`config.mk`:
```
export PLATFORM = sky130hd
export DESIGN_NAME = demux3_buf
export DESIGN_NICKNAME = d
export VERILOG_FILES = /design/src/rtl/demux3_buf.sv
export SDC_FILE = /design/constraint.sdc
export NUM_CORES = 1
export LEC_CHECK = 0
export ABC_AREA = 1
export ABC_CLOCK_PERIOD_IN_PS = 1900
export CORE_ASPECT_RATIO = 2
export CORE_MARGIN = 5
export CORE_UTILIZATION = 50
export DETAILED_ROUTE_END_ITERATION = 10
export HOLD_SLACK_MARGIN = 0.06
export PLACE_DENSITY = 0.93
export SYNTH_ARGS = -nofsm -noshare
export SYNTH_HDL_FRONTEND = slang
export SYNTH_SLANG_ARGS = --single-unit
```
`constraint.sdc`:
```
create_clock -name clk -period 1.9 [get_ports clk]
set_input_delay 0.285 -clock clk [delete_from_list [all_inputs] [get_ports clk]]
set_output_delay 0.285 -clock clk [all_outputs]
set_load 0.005 [all_outputs]
```
`src/rtl/demux3_buf.sv`:
```
// Registered 1-to-3 demultiplexer: one producer stream steered into three
// single-entry output buffers; select 2'b11 discards the word and counts it.
module demux3_buf #(
  parameter int WIDTH = 64
) (
  input  logic             clk,
  input  logic             resetn,
  input  logic             flush,
  input  logic             in_valid,
  input  logic [WIDTH-1:0] in_data,
  input  logic [1:0]       in_sel,
  output logic             in_ready,
  output logic [2:0]       out_valid,
  output logic [WIDTH-1:0] out_data0,
  output logic [WIDTH-1:0] out_data1,
  output logic [WIDTH-1:0] out_data2,
  input  logic [2:0]       out_ready,
  output logic [7:0]       drop_cnt
);

  localparam logic [1:0] SEL_DROP = 2'b11;

  logic [2:0]       vld;
  logic [WIDTH-1:0] data [3];
  logic             accept;

  // A channel can take a word if it is empty or draining this same cycle.
  // NOTE: every variable assigned in always_comb gets a default first so no latch is inferred.
  always_comb begin
    in_ready = 1'b0;
    if (!flush) begin
      unique case (in_sel)
        2'b00:   in_ready = !vld[0] || out_ready[0];
        2'b01:   in_ready = !vld[1] || out_ready[1];
        2'b10:   in_ready = !vld[2] || out_ready[2];
        default: in_ready = 1'b1;
      endcase
    end
  end

  assign accept = in_valid && in_ready;

  // Flush wins over drain and fill; a fill on a draining channel keeps vld high.
  // NOTE: state uses non-blocking assignments; the data registers are reset
  // too, because the buffers must read as zero straight out of reset.
  always_ff @(posedge clk or negedge resetn) begin
    if (!resetn) begin
      vld <= 3'b000;
      for (int i = 0; i < 3; i++) data[i] <= '0;
    end else begin
      for (int i = 0; i < 3; i++) begin
        if (flush) begin
          vld[i] <= 1'b0;
        end else if (accept && in_sel == 2'(i)) begin
          vld[i]  <= 1'b1;
          data[i] <= in_data;
        end else if (out_ready[i]) begin
          vld[i] <= 1'b0;
        end
      end
    end
  end

  always_ff @(posedge clk or negedge resetn) begin
    if (!resetn) begin
      drop_cnt <= 8'h00;
    end else if (accept && in_sel == SEL_DROP && drop_cnt != 8'hFF) begin
      drop_cnt <= drop_cnt + 8'd1;
    end
  end

  assign out_valid = vld;
  assign out_data0 = data[0];
  assign out_data1 = data[1];
  assign out_data2 = data[2];

endmodule

```
==> summary.md <==
| Metric | Value |
|---|---|
| Syn_area_per_cell | `9.055 sq um` |
| Core box area | `16770 sq um` |
| Leakage power | `5.905 nW` |
| Crit. Startpoint | `in_sel[0]` |
| Vias per cell | `5.844` |
| Dpl hpwl | `19460 um` |
| Post-synthesis simple-gate area fraction | `0.3331` |
| Post-Synth Adder-Cell Area | `0.001473` |
| Clock sinks | `203` |
| Final cell count without fillers | `1407` |
| Register bit total from synthesis | `203` |
| Post-synth cell types | `19` |
| Nets | `1263` |
| Wire per inst | `20.47 um` |
| Pwr/cell area | `1085 nW/um^2` |
| MaxCap Viol Count | `0` |
| Complex-gate fraction of the synthesized area | `0.005598` |
| Worst R2R End | `out_data2[62]` |
| # IOs | `277` |
| Global route overflow | `0` |
| DR vias | `8222` |
| Skew final | `0.01004 ns` |
| WP data arrival | `1.52 ns` |
| Gr usage total | `0.2908` |
| Req. time, crit path | `1.62 ns` |
| Peak supply drop | `0.8723 mV` |
| Number of core rows | `67` |
| Ys Warns | `0` |
| DRC Markers | `0` |
| Final setup vio count | `0` |
| CP max FO | `5` |
| Actual slew at the worst max-slew pin | `0.8071 ns` |
| Syn nets | `1012` |
| GPL Wtd Cong | `0.8944` |
| Hold Path Class | `input pin to register` |
| Worst setup path end | `in_ready` |
| Vias in the first global route | `8271` |
| Final wirelength | `28800 um` |
| Setup ws final | `0.09370 ns` |
| Fin area | `12110 sq um` |
| Multiplexer share of the synthesized area | `0` |
| Fin util | `0.7221` |
| Post-synthesis xor/xnor area fraction | `0.006187` |
| Die height | `194.3 um` |
| Port Buffers | `276` |
| R2r worst-path depth | `9` |
| Synthesized cell area | `8493 sq um` |
| Dpl cell area | `11540 sq um` |
| Die area | `19850 sq um` |
| Final period util | `0.9507` |
| Slew margin rel. | `0.4619` |
| Largest family of logic cells by synthesized area | `simple AND/OR/NAND/NOR gates` |
| CP Launch Type | `input pin` |
| Crit Path Category | `input pin to primary output` |
| Status | `finished clean` |
| Clock Tree Buf Depth | `3` |
| Num CTS Buffers | `18` |
| Syn Inst Count | `938` |
| CTS HTree Levels | `1` |
| RSZ-0062 raised after global routing | `false` |
| Clock Root Buffer | `clkbuf_16` |
| RR Startpoint | `out_valid[0]` |
| 1st-iter DRT viols | `611` |
| Fin. Hold Viols | `0` |
| Clock slew at reported path FFs | `0.06 ns` |
| Register area share after synthesis | `0.5981` |
| Post-route ant nets | `0` |
| # placed instances | `1375` |
| Min cycle time layout | `1.806 ns` |
| Final Max Slew Viols | `0` |
| Die Span X | `102.2 um` |
| Initial core utilization | `0.5066` |
| Reg2Reg Setup Slack | `0.20 ns` |
| Largest net degree at the start of global routing | `76` |
| Place WS | `-0.3227 ns` |
| DRT Pass-1 Iters | `8` |
| Clk_lat worst skew | `0.47 ns` |
| Initial antenna violation count | `3` |
| P&R area growth vs syn | `42.55%` |
| CP Capture Type | `primary output` |
| Maximum clock rate | `553.6 MHz` |
| First-pass GRT wire length | `45770 um` |
| CTS tree | `done` |
| Layout cells sized above 1 | `0.06266` |
[worst min-delay path by stage]
stage / from / endpoint / depth (start not counted)
final: in_valid / out_data1[63] / 4
after global routing: in_valid / out_data2[41] / 4
after CTS: in_valid / out_data1[42] / 4
after detailed placement: resetn / out_data1[39] / 1
after global placement: resetn / out_data1[39] / 1
after floorplan: resetn / drop_cnt[0] / 0
[cell families after synthesis]
kind of cell             count (synthesis)
flip-flops                             203
AO/OA/AOI/OAI                            9
XOR/XNOR                                 6
buffers and inverters                  100
AND/OR/NAND/NOR                        619
adder cells (fa/ha/maj)                  1
[what timing repair did]
item | CTS | global route
hold buffers | 1 | 0
buffers inserted | 0 | 0
endpoints found under the setup margin | 1 | 0
endpoints found under the hold margin | 50 | 0
gates resized for setup | 5 | 0
[Yosys cell counts (all sizes together)]
library cell  instances  area share
buf                  51       0.034
clkbuf               34       0.015
dfrtp               203        0.60
ha                    1      0.0015
inv                  15      0.0066
nand2               411        0.18
nand3                 2      0.0012
nand3b                1     0.00088
nand4               196        0.14
nor2                  8      0.0044
nor3                  1     0.00059
o21ai                 8      0.0047
o31ai                 1     0.00088
xnor2                 2      0.0021
xor2                  4      0.0041
[metal layers]
layer | track usage | share of wire
met2 | 0.4808 | 0.52
met3 | 0.04234 | 0.066
met1 | 0.3515 | 0.34
met4 | 0.1752 | 0.071
met5 | 0 | 0
[cells in the final DEF (no fill, tap or decap)]
cell type	synthesis	layout
buf_12	0	10
buf_2	20	1
buf_4	19	29
buf_6	0	1
clkbuf_1	34	3
clkbuf_16	0	19
clkbuf_8	0	4
clkdlybuf4s50_1	0	273
clkinv_2	0	2
clkinv_4	0	1
dfrtp_1	203	203
diode_2	0	3
dlygate4sd3_1	0	1
ha_1	1	1
inv_1	12	12
inv_2	3	3
nand2_1	411	411
nand3_1	2	2
nand3b_1	1	1
nand4_1	196	196
nor2_1	7	3
nor2_2	0	1
nor2_4	1	4
nor3_1	1	1
o21ai_0	8	8
o31ai_1	1	1
xnor2_1	2	2
xor2_1	4	4
[through the flow]
step | total power, mW | hold slack, ns | TNS, ns
2_1_floorplan | 6.979 | -0.01059 | 0
3_3_place_gp | 9.596 | 0.2953 | -31.44
3_5_place_dp | 9.750 | 0.2966 | -41.97
4_1_cts | 13.22 | 0.3286 | 0
5_1_grt | 13.81 | 0.3365 | 0
6_report | 13.13 | 0.3475 | 0
[cell type report]
type                       instances  area (sq um)
timing repair buffer             316          3191
multi-input combinational        635          2967
clock inverter                     3         18.77
sequential                       203          5080
tap                              207         259.0
inverter                          15         56.30
antenna                            3         7.507
fill                            1103          4659
clock buffer                      25         528.0
[critical path: stages]
cell and delay [ns]:
clkdlybuf4s50_1 0.46, buf_4 0.19, nor2_4 0.09, nand2_1 0.06, nand2_1 0.11, nor2_2 0.06, nor2_4 0.12, buf_2 0.15
[flip-flops by register name (all words and copies together) (netlist names)]
name	flops
drop_cnt	8
out_valid	3
out_data0	64
out_data1	64
out_data2	64
[power by group]
part | internal [mW] | switching, mW
Sequential | 5.26 | 0.617
Combinational | 2.21 | 1.61
Clock | 1.93 | 1.50
Total | 9.40 | 3.73
Power figures use the tool's default switching activity.
